===== config.mk =====
export PLATFORM = sky130hd
export DESIGN_NAME = alu_pipe_nbit_flat
export DESIGN_NICKNAME = d
export VERILOG_FILES = /design/src/rtl/alu_pipe_nbit_pkg.sv /design/src/rtl/alu_pipe_nbit_if.sv /design/src/rtl/alu_pipe_nbit_core_comb.sv /design/src/rtl/alu_pipe_nbit.sv /design/src/flat_wrapper.sv
export SDC_FILE = /design/constraint.sdc
export NUM_CORES = 1
export LEC_CHECK = 0
export ABC_AREA = 1
export CAP_MARGIN = 25
export CORE_MARGIN = 1
export CORE_UTILIZATION = 55
export DETAILED_ROUTE_END_ITERATION = 10
export GPL_TIMING_DRIVEN = 0
export PLACE_DENSITY = 0.89
export SYNTH_ARGS = -nofsm -noshare
export SYNTH_HDL_FRONTEND = slang
export SYNTH_SLANG_ARGS = --single-unit

===== constraint.sdc =====
create_clock -name clk -period 5.6 [get_ports clk]
set_input_delay 1.12 -clock clk [delete_from_list [all_inputs] [get_ports clk]]
set_output_delay 1.12 -clock clk [all_outputs]
set_load 0.02 [all_outputs]

===== src/rtl/alu_pipe_nbit_pkg.sv =====
// alu_pipe_nbit_pkg: opcodes, widths and flag bundle shared by the pipelined ALU (package alu_pkg)
package alu_pkg;
  localparam int OPCODE_WIDTH = 4;
  localparam logic [OPCODE_WIDTH-1:0] OP_ADD = 4'd0;
  localparam logic [OPCODE_WIDTH-1:0] OP_SUB = 4'd1;
  localparam logic [OPCODE_WIDTH-1:0] OP_AND = 4'd2;
  localparam logic [OPCODE_WIDTH-1:0] OP_OR  = 4'd3;
  localparam logic [OPCODE_WIDTH-1:0] OP_XOR = 4'd4;
  localparam logic [OPCODE_WIDTH-1:0] OP_NOT = 4'd5;
  localparam logic [OPCODE_WIDTH-1:0] OP_SHL = 4'd6;
  localparam logic [OPCODE_WIDTH-1:0] OP_SHR = 4'd7;
  localparam logic [OPCODE_WIDTH-1:0] OP_INC = 4'd8;
  localparam logic [OPCODE_WIDTH-1:0] OP_DEC = 4'd9;
  localparam logic [OPCODE_WIDTH-1:0] OP_LAST_VALID = 4'd9;
  typedef struct packed {
    logic carry_out;
    logic borrow;
    logic zero;
    logic parity;
    logic invalid_op;
  } alu_flags_t;
endpackage


===== src/rtl/alu_pipe_nbit_if.sv =====
// alu_pipe_nbit_if: operand/result handshake bundle; ALU_OVERFLOW_EN adds the overflow flag
interface alu_pipe_nbit_if #(
  parameter int BUS_WIDTH = 16,
  parameter int ERR_CNT_WIDTH = 8
);
  import alu_pkg::*;
  logic in_valid;
  logic in_ready;
  logic [BUS_WIDTH-1:0] a;
  logic [BUS_WIDTH-1:0] b;
  logic carry_in;
  logic [OPCODE_WIDTH-1:0] opcode;
  logic out_valid;
  logic out_ready;
  logic [BUS_WIDTH-1:0] y;
  logic carry_out;
  logic borrow;
  logic zero;
  logic parity;
  logic invalid_op;
  logic [ERR_CNT_WIDTH-1:0] err_cnt;
`ifdef ALU_OVERFLOW_EN
  logic overflow;
`endif
  modport master (
    output in_valid, a, b, carry_in, opcode, out_ready,
    input in_ready, out_valid, y, carry_out, borrow, zero, parity, invalid_op, err_cnt
`ifdef ALU_OVERFLOW_EN
    , overflow
`endif
  );
  modport slave (
    input in_valid, a, b, carry_in, opcode, out_ready,
    output in_ready, out_valid, y, carry_out, borrow, zero, parity, invalid_op, err_cnt
`ifdef ALU_OVERFLOW_EN
    , overflow
`endif
  );
endinterface


===== src/rtl/alu_pipe_nbit_core_comb.sv =====
// alu_core_comb: combinational opcode decode, result and flags; ALU_OVERFLOW_EN adds signed overflow
module alu_core_comb
  import alu_pkg::*;
#(
  parameter int BUS_WIDTH = 16
) (
  input  logic [BUS_WIDTH-1:0] a,
  input  logic [BUS_WIDTH-1:0] b,
  input  logic carry_in,
  input  logic [OPCODE_WIDTH-1:0] opcode,
  output logic [BUS_WIDTH-1:0] y,
  output alu_flags_t flags
`ifdef ALU_OVERFLOW_EN
  , output logic overflow
`endif
);
  localparam int M = BUS_WIDTH - 1;
  localparam logic [BUS_WIDTH:0] ONE = {{BUS_WIDTH{1'b0}}, 1'b1};
  logic [BUS_WIDTH:0] sum, dif, inc, dec;
  logic co, bo;
  // the extra top bit of each extended op is the carry (add) or borrow (subtract)
  assign sum = {1'b0, a} + {1'b0, b} + {{BUS_WIDTH{1'b0}}, carry_in};
  assign dif = {1'b0, a} - {1'b0, b};
  assign inc = {1'b0, a} + ONE;
  assign dec = {1'b0, a} - ONE;
  always_comb begin
    y = '0;
    co = 1'b0;
    bo = 1'b0;
    case (opcode)
      OP_ADD: {co, y} = sum;
      OP_SUB: {bo, y} = dif;
      OP_AND: y = a & b;
      OP_OR:  y = a | b;
      OP_XOR: y = a ^ b;
      OP_NOT: y = ~a;
      OP_SHL: {co, y} = {a, 1'b0};
      OP_SHR: {y, co} = {1'b0, a};
      OP_INC: {co, y} = inc;
      OP_DEC: {bo, y} = dec;
      default: ;
    endcase
  end
  assign flags = '{carry_out: co, borrow: bo, zero: ~|y, parity: ^y,
                   invalid_op: opcode > OP_LAST_VALID};
`ifdef ALU_OVERFLOW_EN
  assign overflow = (opcode == OP_ADD) ? (a[M] == b[M]) && (y[M] != a[M]) :
                    (opcode == OP_SUB) ? (a[M] != b[M]) && (y[M] != a[M]) :
                    (opcode == OP_INC) ? ~a[M] & y[M] :
                    (opcode == OP_DEC) ? a[M] & ~y[M] : 1'b0;
`endif
endmodule


===== src/rtl/alu_pipe_nbit.sv =====
// alu_pipe_nbit: 2-stage valid/ready pipelined N-bit ALU with saturating invalid-op counter;
// define ALU_OVERFLOW_EN to add a registered signed-overflow flag
module alu_pipe_nbit
  import alu_pkg::*;
#(
  parameter int BUS_WIDTH = 16,
  parameter int ERR_CNT_WIDTH = 8
) (
  input logic clk,
  input logic rst_n,
  alu_pipe_nbit_if.slave bus
);
  logic s1_v, s2_v, s1_cin, s2_load, in_ready, accept;
  logic [BUS_WIDTH-1:0] s1_a, s1_b, c_y, s2_y;
  logic [OPCODE_WIDTH-1:0] s1_op;
  logic [ERR_CNT_WIDTH-1:0] err_cnt;
  alu_flags_t c_flags, s2_flags;
`ifdef ALU_OVERFLOW_EN
  logic c_ov, s2_ov;
`endif
  // in_ready is exactly "S1 can load": empty, or its beat moves into S2 this cycle
  assign s2_load = ~s2_v | bus.out_ready;
  assign in_ready = ~s1_v | s2_load;
  assign accept = bus.in_valid & in_ready;
  alu_core_comb #(.BUS_WIDTH(BUS_WIDTH)) u_core (
    .a(s1_a),
    .b(s1_b),
    .carry_in(s1_cin),
    .opcode(s1_op),
    .y(c_y),
    .flags(c_flags)
`ifdef ALU_OVERFLOW_EN
    , .overflow(c_ov)
`endif
  );
  always_ff @(posedge clk or negedge rst_n) begin
    if (!rst_n) begin
      s1_v <= 1'b0;
      s1_a <= '0;
      s1_b <= '0;
      s1_cin <= 1'b0;
      s1_op <= '0;
    end else if (in_ready) begin
      s1_v <= bus.in_valid;
      if (bus.in_valid) begin
        s1_a <= bus.a;
        s1_b <= bus.b;
        s1_cin <= bus.carry_in;
        s1_op <= bus.opcode;
      end
    end
  end
  always_ff @(posedge clk or negedge rst_n) begin
    if (!rst_n) begin
      s2_v <= 1'b0;
      s2_y <= '0;
      s2_flags <= '0;
`ifdef ALU_OVERFLOW_EN
      s2_ov <= 1'b0;
`endif
    end else if (s2_load) begin
      s2_v <= s1_v;
      if (s1_v) begin
        s2_y <= c_y;
        s2_flags <= c_flags;
`ifdef ALU_OVERFLOW_EN
        s2_ov <= c_ov;
`endif
      end
    end
  end
  always_ff @(posedge clk or negedge rst_n) begin
    if (!rst_n) err_cnt <= '0;
    else if (accept && bus.opcode > OP_LAST_VALID && !(&err_cnt)) err_cnt <= err_cnt + ERR_CNT_WIDTH'(1);
  end
  assign bus.in_ready = in_ready;
  assign bus.out_valid = s2_v;
  assign bus.y = s2_y;
  assign bus.carry_out = s2_flags.carry_out;
  assign bus.borrow = s2_flags.borrow;
  assign bus.zero = s2_flags.zero;
  assign bus.parity = s2_flags.parity;
  assign bus.invalid_op = s2_flags.invalid_op;
  assign bus.err_cnt = err_cnt;
`ifdef ALU_OVERFLOW_EN
  assign bus.overflow = s2_ov;
`endif
endmodule


===== src/flat_wrapper.sv =====
// flat-port wrapper written by rule: the top's interface ports become plain ports
module alu_pipe_nbit_flat import alu_pkg::*;
#(
  parameter int BUS_WIDTH = 16,
  parameter int ERR_CNT_WIDTH = 8
)
  (clk, rst_n, bus_in_valid, bus_a, bus_b, bus_carry_in, bus_opcode, bus_out_ready, bus_in_ready, bus_out_valid, bus_y, bus_carry_out, bus_borrow, bus_zero, bus_parity, bus_invalid_op, bus_err_cnt);
  alu_pipe_nbit_if #(.BUS_WIDTH(BUS_WIDTH), .ERR_CNT_WIDTH(ERR_CNT_WIDTH)) bus_i ();
  input logic clk;
  input logic rst_n;
  input wire logic [$bits(bus_i.in_valid)-1:0] bus_in_valid;
  input wire logic [$bits(bus_i.a)-1:0] bus_a;
  input wire logic [$bits(bus_i.b)-1:0] bus_b;
  input wire logic [$bits(bus_i.carry_in)-1:0] bus_carry_in;
  input wire logic [$bits(bus_i.opcode)-1:0] bus_opcode;
  input wire logic [$bits(bus_i.out_ready)-1:0] bus_out_ready;
  output wire logic [$bits(bus_i.in_ready)-1:0] bus_in_ready;
  output wire logic [$bits(bus_i.out_valid)-1:0] bus_out_valid;
  output wire logic [$bits(bus_i.y)-1:0] bus_y;
  output wire logic [$bits(bus_i.carry_out)-1:0] bus_carry_out;
  output wire logic [$bits(bus_i.borrow)-1:0] bus_borrow;
  output wire logic [$bits(bus_i.zero)-1:0] bus_zero;
  output wire logic [$bits(bus_i.parity)-1:0] bus_parity;
  output wire logic [$bits(bus_i.invalid_op)-1:0] bus_invalid_op;
  output wire logic [$bits(bus_i.err_cnt)-1:0] bus_err_cnt;
  assign bus_i.in_valid = bus_in_valid;
  assign bus_i.a = bus_a;
  assign bus_i.b = bus_b;
  assign bus_i.carry_in = bus_carry_in;
  assign bus_i.opcode = bus_opcode;
  assign bus_i.out_ready = bus_out_ready;
  assign bus_in_ready = bus_i.in_ready;
  assign bus_out_valid = bus_i.out_valid;
  assign bus_y = bus_i.y;
  assign bus_carry_out = bus_i.carry_out;
  assign bus_borrow = bus_i.borrow;
  assign bus_zero = bus_i.zero;
  assign bus_parity = bus_i.parity;
  assign bus_invalid_op = bus_i.invalid_op;
  assign bus_err_cnt = bus_i.err_cnt;
  alu_pipe_nbit #(.BUS_WIDTH(BUS_WIDTH), .ERR_CNT_WIDTH(ERR_CNT_WIDTH)) u_core (.clk(clk), .rst_n(rst_n), .bus(bus_i));
endmodule

==> run summary, run 1 <==
The minimum clock period is 3931 ps. Summing all multi-input logic gate instances after layout gives 4407 um2. The instance count along the most critical hold path came out at 2.

Static timing analysis puts the maximum clock frequency at 254.4 MHz. The wire length of the first global-routing pass is 37200 um. The final routed wire length divided by cell count came out at roughly 18 um. The required time of the critical path came out at 5820 ps. The area share of the largest cell type after synthesis is 24.84%. Setup violations remaining at the end of the flow were counted as 0. The total wire length is 23900 um. The maximum vdd drop is 0.2745 mV. For this run, the leading register cell type out of synthesis is dfrtp_1. The clock share of power came out at 20.6%. The launch point of the critical path is u_core.s1_a[13]$_DFFE_PN0P_.

The max-slew violation count is 0. In this run the critical register-to-register path is captured at u_core.bus.parity$_DFFE_PN0P_. The register bit total from synthesis is 68. Detailed placement finished with a half-perimeter wire length of 18300 um. The number of cells on the worst reg-to-reg path is 17. The initial core utilization came out at between 50% and 60%.

The final-layout fill cell count came out at 1067. The reg2reg setup slack came out at 1670 ps. The post-detailed-route DRC marker count is 0. The area of the die is 12910 um2. The net count of the finished layout came out at about 1300.

The area used by sequential logic in the layout is 1702 um2. The clock sink total is 68. The global routing usage summed across all routing layers is 38.24%. The number of antenna violations at the first check in global routing was 0. The share of the Yosys chip area taken by registers is 24.84%. The cell accounting for the most synthesized area is dfrtp_1. The width of the die came out at 113.6 um.

TritonCTS built the clock tree. The share of total power dissipated in sequential elements is 24.0%. The worst hold path begins at u_core.bus.y[11]$_DFFE_PN0P_. The number of nets in the synthesized netlist is 1205. The placeable core area is ~12000 um2. During I/O placement, the number of pins put on the boundary was 72. Summing over every cut layer, the via total after detailed routing is 7718.

The number of design-rule violations left by the first detailed-router iteration came out at 984. The largest net degree at the start of global routing is 69. The number of max-cap violations is 0. In this run the power density over the cells is around 380 nW/um2. The via count of the first global-routing pass is 7028. Net switching is 47.21% of the power.

The mean instance size in the synthesized netlist came out at 6.256 um2. The final count of hold timing violations was 0. The arrival time of the worst setup path is 4160 ps. After clock tree synthesis, the flow added hold-fix buffers numbering 0.

At the pin with the least slew margin, the transition time is just under 900 ps. The count of buffers added on input and output ports is approximately 70. Summing every instance area after synthesis gives 6850 um2. The detailed-route vias per instance is approximately 5.7. The clock latency reported for the late side of the worst-skew pair is approximately 360 ps. The setup skew after layout is 12.46 ps. The critical path in this run is classified as reg2reg. The post-synthesis cell type count is 41. Counting flops with a built-in enable in the synthesized netlist gives 0. The post-cts repair resize count is 0.

The row count is 40. The async set-reset flop share out of synthesis is between 90% and 100%. Before antenna repair, the detailed router went through 8 iterations.

In this run the critical register-to-register path is launched from u_core.s1_a[13]$_DFFE_PN0P_. The number of buffers created by CTS came out at 9. The vertical die dimension is 113.6 um. The final estimated routing congestion in global placement is 0.9971. The clock tree synthesis step divided the H-tree into 3 levels. The maximum fanout along the worst path came out at 10.

The number of antenna repair diodes is 0. The global-route congestion overflow total is 0. The area growth from synthesis to layout came out at 18.05%. The worst setup path is launched from a flip-flop. The buffers inserted during post-CTS setup optimization came out at 0.

The internal cell power came out at around 1.6 mW. The share of the clock period used by the worst path after layout is 70.20%. The number of warnings printed during yosys synthesis came out at 0. The number of cells produced by synthesis is 1095. After clock tree synthesis, the clock-pin slew on the worst setup and hold paths is roughly 60 ps. The path with the worst hold slack has its endpoint at u_core.bus.y[11]$_DFFE_PN0P_. The clock passes through at most 2 buffers.

The worst pin sits at a relative slew slack of between 40% and 50%. For this design the static power due to leakage is 4.075 nW. Cells with a size suffix above 1 make up 5.415% of the layout. The flow ran to the end, and the final reports show no timing, DRC or antenna violations. The kind of end point of the critical path is a flip-flop. The net switching power figure came out at 1.453 mW.

Setup repair after global routing left no endpoint under its margin. CTS placed an instance of clkbuf_16 at the clock tree root. Summed over all failing endpoints, the final setup total negative slack is 0 ps. The tightest min-delay check is of the reg2reg type. The design draws 3.077 mW.

By area the synthesized netlist is led by dfrtp_1 (25%), nand2_1 (19%), ha_1 (12%), nand3_1 (8.5%), inv_1 (7.6%). The combinational group share of total power came out at 55.4%. The post-detailed-route count of antenna-violating nets is 0.
## cell type report
cell class / instances / area share [%]
plain buffers: 36 / 2.213
clock buffers: 10 / 2.832
clock inverters: 6 / 1.099
inverters: 150 / 6.963
multi-input cells: 841 / 54.49
flip-flops and latches: 68 / 21.04
well taps: 168 / 2.599
repair buffers: 71 / 8.758
## cells in the final DEF (no fill, tap or decap), drive strengths merged, types with 3 or more instances in the layout
cell           Yosys  layout
clkbuf            14      24
inv              144     144
nor4               3       3
nand3            116     116
clkdlybuf4s50      0      70
fa                 3       3
xnor2              6       6
nand4             20      20
nor3              13      13
o31ai              3       3
nand2            353     353
ha                66      66
a21oi             36      36
o22ai             10      10
o21ai             84      84
o211ai             6       6
dfrtp             68      68
buf               22      23
clkinv             6       8
xor2               7       7
o21bai             3       3
nor2             100     100
## metal layers
metal / track usage, % / wire length (um)
met3: 6.323 / 2345
met1: 50.82 / 9685
met4: 20.09 / 1198
met5: 0 / 0
met2: 59.80 / 10670
## cell families (layout without fill, tap and decap cells)
kind of cell | after synthesis | count (layout) | share of synthesized area [%]
simple gates | 610 | 610 | 37.90
buf+inv | 186 | 273 | 10.83
compound gates | 148 | 148 | 11.67
fa+ha+maj | 69 | 69 | 12.93
flops | 68 | 68 | 24.84
xor+xnor | 13 | 13 | 1.662
mux | 1 | 1 | 0.1644
## through the flow
stage	area (um2)	utilization (%)	setup slack [ps]	std cells	hold WS [ps]
detailed placement	7769	64.41	1806	1334	464.9
global route	8087	67.04	1542	1350	491.2
CTS	8087	67.04	1805	1350	480.8
finish	8087	67.04	1669	1350	474.9
global placement	7771	64.43	1103	1334	463.6
floorplan	6850	-	2677	1095	468.6
## critical path, cell delays in order (launching register included)
cell	delay (ps)
dfrtp_1	410
clkbuf_1	440
inv_1	270
ha_1	340
clkbuf_1	410
nand2_1	230
nor3_1	220
nand2_1	120
nand2_1	80
nand2_1	50
nand3_1	60
nand3_1	140
inv_1	90
ha_1	240
xor2_1	160
xnor2_1	290
xnor2_1	160
o21ai_0	90
## sequential cells by signal, summed over array words and instances (netlist names)
signal / flops
u_core.bus.y: 16
u_core.s1_a: 16
u_core.s1_b: 16
u_core.bus.err_cnt: 8
u_core.s1_op: 4
u_core.bus.borrow: 1
u_core.bus.carry_out: 1
u_core.bus.invalid_op: 1
u_core.bus.out_valid: 1
u_core.bus.parity: 1
u_core.bus.zero: 1
u_core.s1_cin: 1
u_core.s1_v: 1
## worst max path at each step
stage / endpoint / slack, ps / cells past startpoint
4_1_cts: u_core.bus.parity$_DFFE_PN0P_ / 1800 / 18
3_3_place_gp: u_core.s1_b[9]$_DFFE_PN0P_ / 1100 / 1
6_report: u_core.bus.parity$_DFFE_PN0P_ / 1670 / 17
2_1_floorplan: u_core.bus.parity$_DFFE_PN0P_ / 2680 / 17
5_1_grt: u_core.bus.parity$_DFFE_PN0P_ / 1540 / 17
3_5_place_dp: u_core.bus.parity$_DFFE_PN0P_ / 1810 / 18
## Yosys cell counts, types with 2 or more instances
library cell  instances
buf_2                17
o22ai_1              10
o211ai_1              6
nor2_4                3
ha_1                 66
nand4_1              20
buf_4                 4
a31oi_1               2
o21ai_0              74
inv_1               138
nand2_1             345
fa_1                  3
nor3_1               12
a21oi_1              36
clkinv_1              6
o31ai_1               3
xor2_1                7
o21bai_1              3
dfrtp_1              68
nor2_2                6
o21ai_1              10
clkbuf_1             14
inv_2                 6
nor4_1                3
nor2_1               91
nand3_1             116
nand2_2               7
xnor2_1               6
## power groups by stage
stage / Combinational, mW / Sequential (mW) / Clock [mW]
finish: 1.71 / 0.739 / 0.633
global route: 1.85 / 0.751 / 0.656
CTS: 1.67 / 0.736 / 0.636
detailed placement: 1.65 / 0.743 / 0
global placement: 1.62 / 0.733 / 0
floorplan: 0.979 / 0.822 / 0
Note: power is estimated with default switching activity, not from simulation.
==> run 2, diff against run 1 <==
CORE_UTILIZATION = 53   (was 55)
clock period = 3.25 ns   (was 5.6 ns; I/O delays follow)
==> run 2 against run 1 <==
Compared with the run above: cell area grew 6.8%; first-iteration DRC count is 18% lower; via count grew 3.1%; clock skew rose by 1.1 ps; highest routed layer unchanged; critical endpoint unchanged; flip-flop and latch count is the same; worst hold slack got worse by 47 ps.
==> run summary, run 2 (synthesis gave the netlist of run 1 again) <==
The met1 track demand over resource came out at 45.59%. The layout has 1168 filler cells. The max-slew violation count was 0.

The arrival time of the worst setup path came out at 3390 ps. The row count is 41. The number of design-rule violations left by the first detailed-router iteration is 807. The via count of the first global-routing pass is around 7000. The run finished with clean final reports. The tree is rooted in a clkbuf_16. The critical-path cell with the highest stage delay is dfrtp_2.

The required time of the critical path came out at 3480 ps. The critical path is of the reg2reg type. Grouping stages by cell kind, the critical path spends the most delay in simple AND/OR/NAND/NOR gates. The critical path depth came out at 17. The width of the die is 115.7 um. After detailed routing, the number of vias per cell comes to 5.772.

Global routing used around 7.5% of the available met3 tracks. The vertical die dimension came out at 115.7 um. No sink is reached through more buffers than the 2 on the longest clock path. The final count of hold timing violations is 0. The placeable core area came out at 12620 um2. In the final routed layout, each cell accounts on average for 17.81 um. The area used by sequential logic in the layout came out at roughly 1700 um2. The area of the die is 13380 um2. The critical path starts at u_core.s1_a[4]$_DFFE_PN0P_.

The critical path goes through buf_6 -> clkinvlp_4 -> ha_4 -> inv_1 -> nand2_1 -> nand2_1 -> inv_1 -> nand3_4 -> a21oi_1 -> o21ai_0 -> nand2_1 -> nor2_1 -> ha_1 -> xnor2_1 -> xnor2_1 -> xnor2_1 -> o21ai_0. The via total after detailed routing is 7954. The clock sink total came out at approximately 70.

The level count of the clock H-tree came out at 3. The worst min-delay path category is in2async. TritonCTS created 9 clock buffers. The initial core utilization is 54.28%. The power per standard cell area is 666.3 nW/um2.

The count of TritonRoute iterations in the first routing pass is 8. The final estimated routing congestion in global placement is between 0.9 and 1. The net count of the finished layout came out at between 1000 and 1500. The transition time at the pin with the least slew margin came out at just over 900 ps. The worst register-to-register path begins at u_core.s1_a[4]$_DFFE_PN0P_. The met2 global-route usage came out at ~60%. The total wire length came out at 24540 um. Summing all multi-input logic gate instances after layout gives 4668 um2. The headroom to the max-slew limit came out at 38.66%. The highest clock rate is 316.1 MHz.

STA classifies the critical path startpoint as a flip-flop. Across every metal layer, demand over resource in global routing totals 37.14%. The critical path's largest stage delay came out at approximately 410 ps. Setup slack on the worst reg-to-reg path comes out at 90 ps. The count of buffers from port buffering is 71. The tool flagged a number of max-cap violations equal to 0.

The minimum setup slack in the final design is 86.23 ps. The post-detailed-placement half-perimeter wirelength is 18100 um. The wire length of the first global-routing pass is 37070 um.

The clock latency reported for the late side of the worst-skew pair is 360 ps. The number of buffers and inverters on the critical path is 4. The post-detailed-route count of antenna-violating nets is 0.

TritonCTS built the clock tree. After global routing, the most crowded layer is met2. The area growth from synthesis to layout is 26.08%.

After detailed routing, the number of remaining DRC violations is 0. The largest net degree at the start of global routing is 69. The number of antenna violations at the first check in global routing is 0. The global-route congestion overflow total came out at 0.

The count of pins on the block boundary is 72. The number of hold-repair buffers added at the cts stage is 0. Of the available clock period, the critical path in the final layout requires 97.35%. The number of antenna repair diodes is 0.

The maximum vdd drop came out at a little over 0.5 mV. The worst setup path is captured at a flip-flop. The clock arrives with 13.51 ps of skew. The fraction of layout instances using a drive strength above 1 came out at 13.60%. In this run the critical register-to-register path is captured at u_core.bus.parity$_DFFE_PN0P_. Counting cells, the worst reg-to-reg path comes to 17. In the layout the commonest cells are nand2_1 (333), inv_1 (131), nand3_1 (104), nor2_1 (85), o21ai_0 (73). The placement-stage worst setup slack is -478.8 ps.

Along the worst path, the maximum fanout reaches 10. For this design the static power due to leakage is 4.289 nW. The count of endpoints failing setup in the final report came out at 0. The total power came out at 5.755 mW. The library cell used most frequently in the layout, excluding fill and tap cells, is nand2_1. The clock transition at the registers of the reported paths came out at roughly 60 ps. For the finished layout, the period the worst path requires is 3164 ps.
## run 2: area by class of cell
cell class                 count  share of cell area (%)
multi-input combinational    841                   54.05
sequential                    68                   19.88
timing repair buffer          99                   10.63
inverter                     150                   6.838
clock buffer                  10                   2.651
tap                          172                   2.492
buffer                        32                   2.158
clock inverter                 6                   1.304
## run 2: per-layer routing
layer,vias to the layer above,wire length [um]
li1,3717,-
met1,3724,9924
met3,100,2096
met5,-,0
met2,413,11140
met4,0,1379
## run 2: worst max path at each step
stage | endpoint
after global placement | u_core.s1_b[9]$_DFFE_PN0P_
after global routing | u_core.bus.parity$_DFFE_PN0P_
final | u_core.bus.parity$_DFFE_PN0P_
after floorplan | u_core.bus.parity$_DFFE_PN0P_
after detailed placement | u_core.bus.parity$_DFFE_PN0P_
after CTS | u_core.bus.parity$_DFFE_PN0P_
## run 2: power by group
part           total [mW]  switching (mW)  leakage (nW)  internal (mW)
combinational        3.31            2.01          3.29           1.30
clock                1.18           0.429         0.167          0.752
sequential           1.26           0.198         0.835           1.07
total                5.75            2.64          4.29           3.11
## run 2: through the flow
stage	utilization, %	setup TNS, ps	cells	hold WS (ps)	instance area (um2)
after floorplan	-	0	1095	354.4	6850
after global placement	61.62	-55120	1338	464.8	7776
after detailed placement	61.60	-478.8	1338	469.2	7774
after CTS	65.38	0	1355	463.0	8250
after global routing	68.44	-56.71	1378	510.5	8637
final	68.44	0	1378	427.8	8637
## run 2: repair_timing
action / in CTS / in global routing
buffers inserted: 5 / 23
setup endpoints to repair: 2 / 1
resized for setup: 41 / 49
pin swaps: 1 / 7
==> run 3, diff against run 2 <==
CTS_BUF_LIST = sky130_fd_sc_hd__clkbuf_16   (was unset)
==> run 3 against run 2 <==
Compared with the run above: worst hold slack is essentially flat; die area is the same; global-route usage is the same; clock skew is essentially flat; critical path type unchanged; largest power group unchanged; highest routed layer unchanged.
==> run summary, run 3 (synthesis gave the netlist of run 1 again) <==
The run finished with clean final reports. The number of buffers and inverters on the critical path is 4. TritonCTS built the clock tree.

The worst setup path is captured at a flip-flop. The maximum count of clock buffers along a single path is 2. The largest net degree at the start of global routing came out at 69.

In this run the tightest slew margin relative to its limit is 38.66%. In this run the worst hold path is classified as in2async. The post-detailed-placement half-perimeter wirelength is 18100 um.

In this run the most used layer during global routing was met2. The startpoint identified for the worst register-to-register timing path is u_core.s1_a[4]$_DFFE_PN0P_. The detailed-route vias per instance is 5.772. The number of max-cap violations came out at 0. The clock tree synthesis step divided the H-tree into 3 levels. The count of endpoints failing setup in the final report is 0. Summing all multi-input logic gate instances after layout gives between 4000 and 5000 um2. The wire length of the first global-routing pass came out at between 30000 and 40000 um. In this run the critical register-to-register path is captured at u_core.bus.parity$_DFFE_PN0P_. The width of the die is between 100 and 150 um. The total wire length is 24550 um. The cell count of the worst reg-to-reg path came out at 17. The initialized floorplan defines around 40 standard-cell rows. From synthesis to final layout, the design area changed by 26.08%. The minimum clock period came out at 3161 ps.

Walking the worst path, the cells encountered are buf_6 -> clkinvlp_4 -> ha_4 -> inv_1 -> nand2_1 -> nand2_1 -> inv_1 -> nand3_4 -> a21oi_1 -> o21ai_0 -> nand2_1 -> nor2_1 -> ha_1 -> xnor2_1 -> xnor2_1 -> xnor2_1 -> o21ai_0. Port buffering added 71 buffers. In the final layout, the share of cells above drive strength 1 is 13.60%. The area of the die is 13380 um2. Leaving out fill and tap cells, the most frequent cell in the layout is nand2_1. The startpoint-to-endpoint class of the critical path is reg2reg. The slowest stage of the critical path belongs to the cell dfrtp_2. The maximum vdd drop came out at 0.5158 mV. Setup slack on the worst reg-to-reg path comes out at 90 ps.

The via count of the first global-routing pass is between 7000 and 8000. In this run, CTS created clock tree buffers numbering 9. The final estimated routing congestion in global placement is 0.9762. The top cell family by delay on the critical path is simple AND/OR/NAND/NOR gates. In this run the remaining antenna-violating nets after routing total 0.

Global routing used 7.479% of the available met3 tracks. At the later pin of the worst-skew pair, clock insertion delay measures 360 ps. The number of antenna diodes in the final layout is 0. In this design, the stage delay of the slowest critical-path cell is just over 400 ps. After the last flow step, the layout net total stands at 1311. Summed over all layers, the global routing overflow is 0.

In the layout the commonest cells are nand2_1 (333), inv_1 (132), nand3_1 (104), nor2_1 (85), o21ai_0 (73). Derived from the worst setup path, the maximum achievable clock frequency is 316.4 MHz. For this run, the total global-route usage over all layers was measured as 37.14%. The clock transition at the registers of the reported paths is 60 ps. The placeable core area is 12620 um2. Registers take 1717 um2. The final standard cell utilization of the core came out at 68.44%. The vertical die dimension came out at 115.7 um. The clock root buffer master is clkbuf_16.

Once the floorplan was initialized, standard cells occupied 54.28% of the core. After detailed routing, the number of remaining DRC violations is 0. After filler insertion, the fill cell instance count of the layout stands at about 1200. The power per standard cell area came out at about 670 nW/um2. For this block, the initial DRC count from the detailed router was between 800 and 900. The final total negative setup slack came out at 0 ps. The worst setup path is launched from a flip-flop. The transition time at the pin with the least slew margin came out at about 920 ps. The met2 global-route usage came out at 60.08%. The max-slew violation count is 0. The number of antenna violations at the first check in global routing is 0.

The required time of the critical path came out at 3480 ps. The arrival time of the worst setup path is 3390 ps. The leakage power came out at 4.293 nW. The maximum fanout along the worst path came out at 10. The met1 track demand over resource is 45.59%. The via total after detailed routing came out at 7954. Hold repair after CTS inserted 0 buffers. The count of TritonRoute iterations in the first routing pass came out at 8. The final count of hold timing violations is 0.

Of the available clock period, the critical path in the final layout requires 97.25%. The setup skew after layout came out at 13.49 ps. The clock net in this run drives a total of 68 sinks. During I/O placement, the number of pins put on the boundary was 72.

After detailed routing, the average wire length per cell comes to 17.81 um.
[run 3: worst max path at each step]
stage / startpoint / to / slack, ps / depth (start not counted)
after floorplan: u_core.s1_b[0]$_DFFE_PN0P_ / u_core.bus.parity$_DFFE_PN0P_ / 330 / 17
after global placement: rst_n / u_core.s1_b[9]$_DFFE_PN0P_ / -810 / 1
after detailed placement: u_core.s1_a[5]$_DFFE_PN0P_ / u_core.bus.parity$_DFFE_PN0P_ / -480 / 17
after CTS: u_core.s1_b[0]$_DFFE_PN0P_ / u_core.bus.parity$_DFFE_PN0P_ / 2 / 17
after global routing: u_core.s1_a[11]$_DFFE_PN0P_ / u_core.bus.parity$_DFFE_PN0P_ / -60 / 19
final: u_core.s1_a[4]$_DFFE_PN0P_ / u_core.bus.parity$_DFFE_PN0P_ / 90 / 17
[run 3: per-layer routing]
metal	share of wire, %	up-vias
li1	-	3717
met1	40	3722
met2	45	415
met3	8.6	100
met4	5.6	0
met5	0	-
[run 3: what timing repair did]
| item | CTS | global route |
|---|---|---|
| setup endpoints to repair | 2 | 1 |
| pin swaps | 1 | 7 |
| gates resized for setup | 41 | 49 |
| buffers inserted | 5 | 23 |
[run 3: through the flow]
step	hold WS (ps)	std cells	total power [mW]	cell area [um2]	worst slack, ps
after floorplan	354.4	1095	3.104	6850	326.8
after global placement	464.8	1338	4.052	7776	-808.5
after detailed placement	469.2	1338	4.123	7774	-478.8
after CTS	463.0	1355	5.371	8250	1.996
after global routing	510.5	1378	6.081	8637	-56.39
final	427.6	1378	5.752	8637	89.29
[run 3: power by group]
part	internal, mW	total (mW)	switching [mW]	leakage (nW)
clock network	0.749	1.18	0.430	0.171
registers	1.07	1.26	0.198	0.835
logic	1.30	3.31	2.01	3.29
total	3.11	5.75	2.64	4.29
[run 3: cell type report]
type | instances | share of cell area (%)
clock buffers | 9 | 2.608
clock inverters | 7 | 1.347
well taps | 172 | 2.492
flip-flops and latches | 68 | 19.88
repair buffers | 99 | 10.63
plain buffers | 32 | 2.158
multi-input cells | 841 | 54.05
inverters | 150 | 6.838
[run 3: worst reg2reg max path: cells and delay by family, from the launching register on]
kind	cells	cell delay (ps)
fa+ha+maj	2	600
buf+inv	4	540
compound gates	3	260
xor+xnor	3	460
simple gates	5	780
flops	1	410
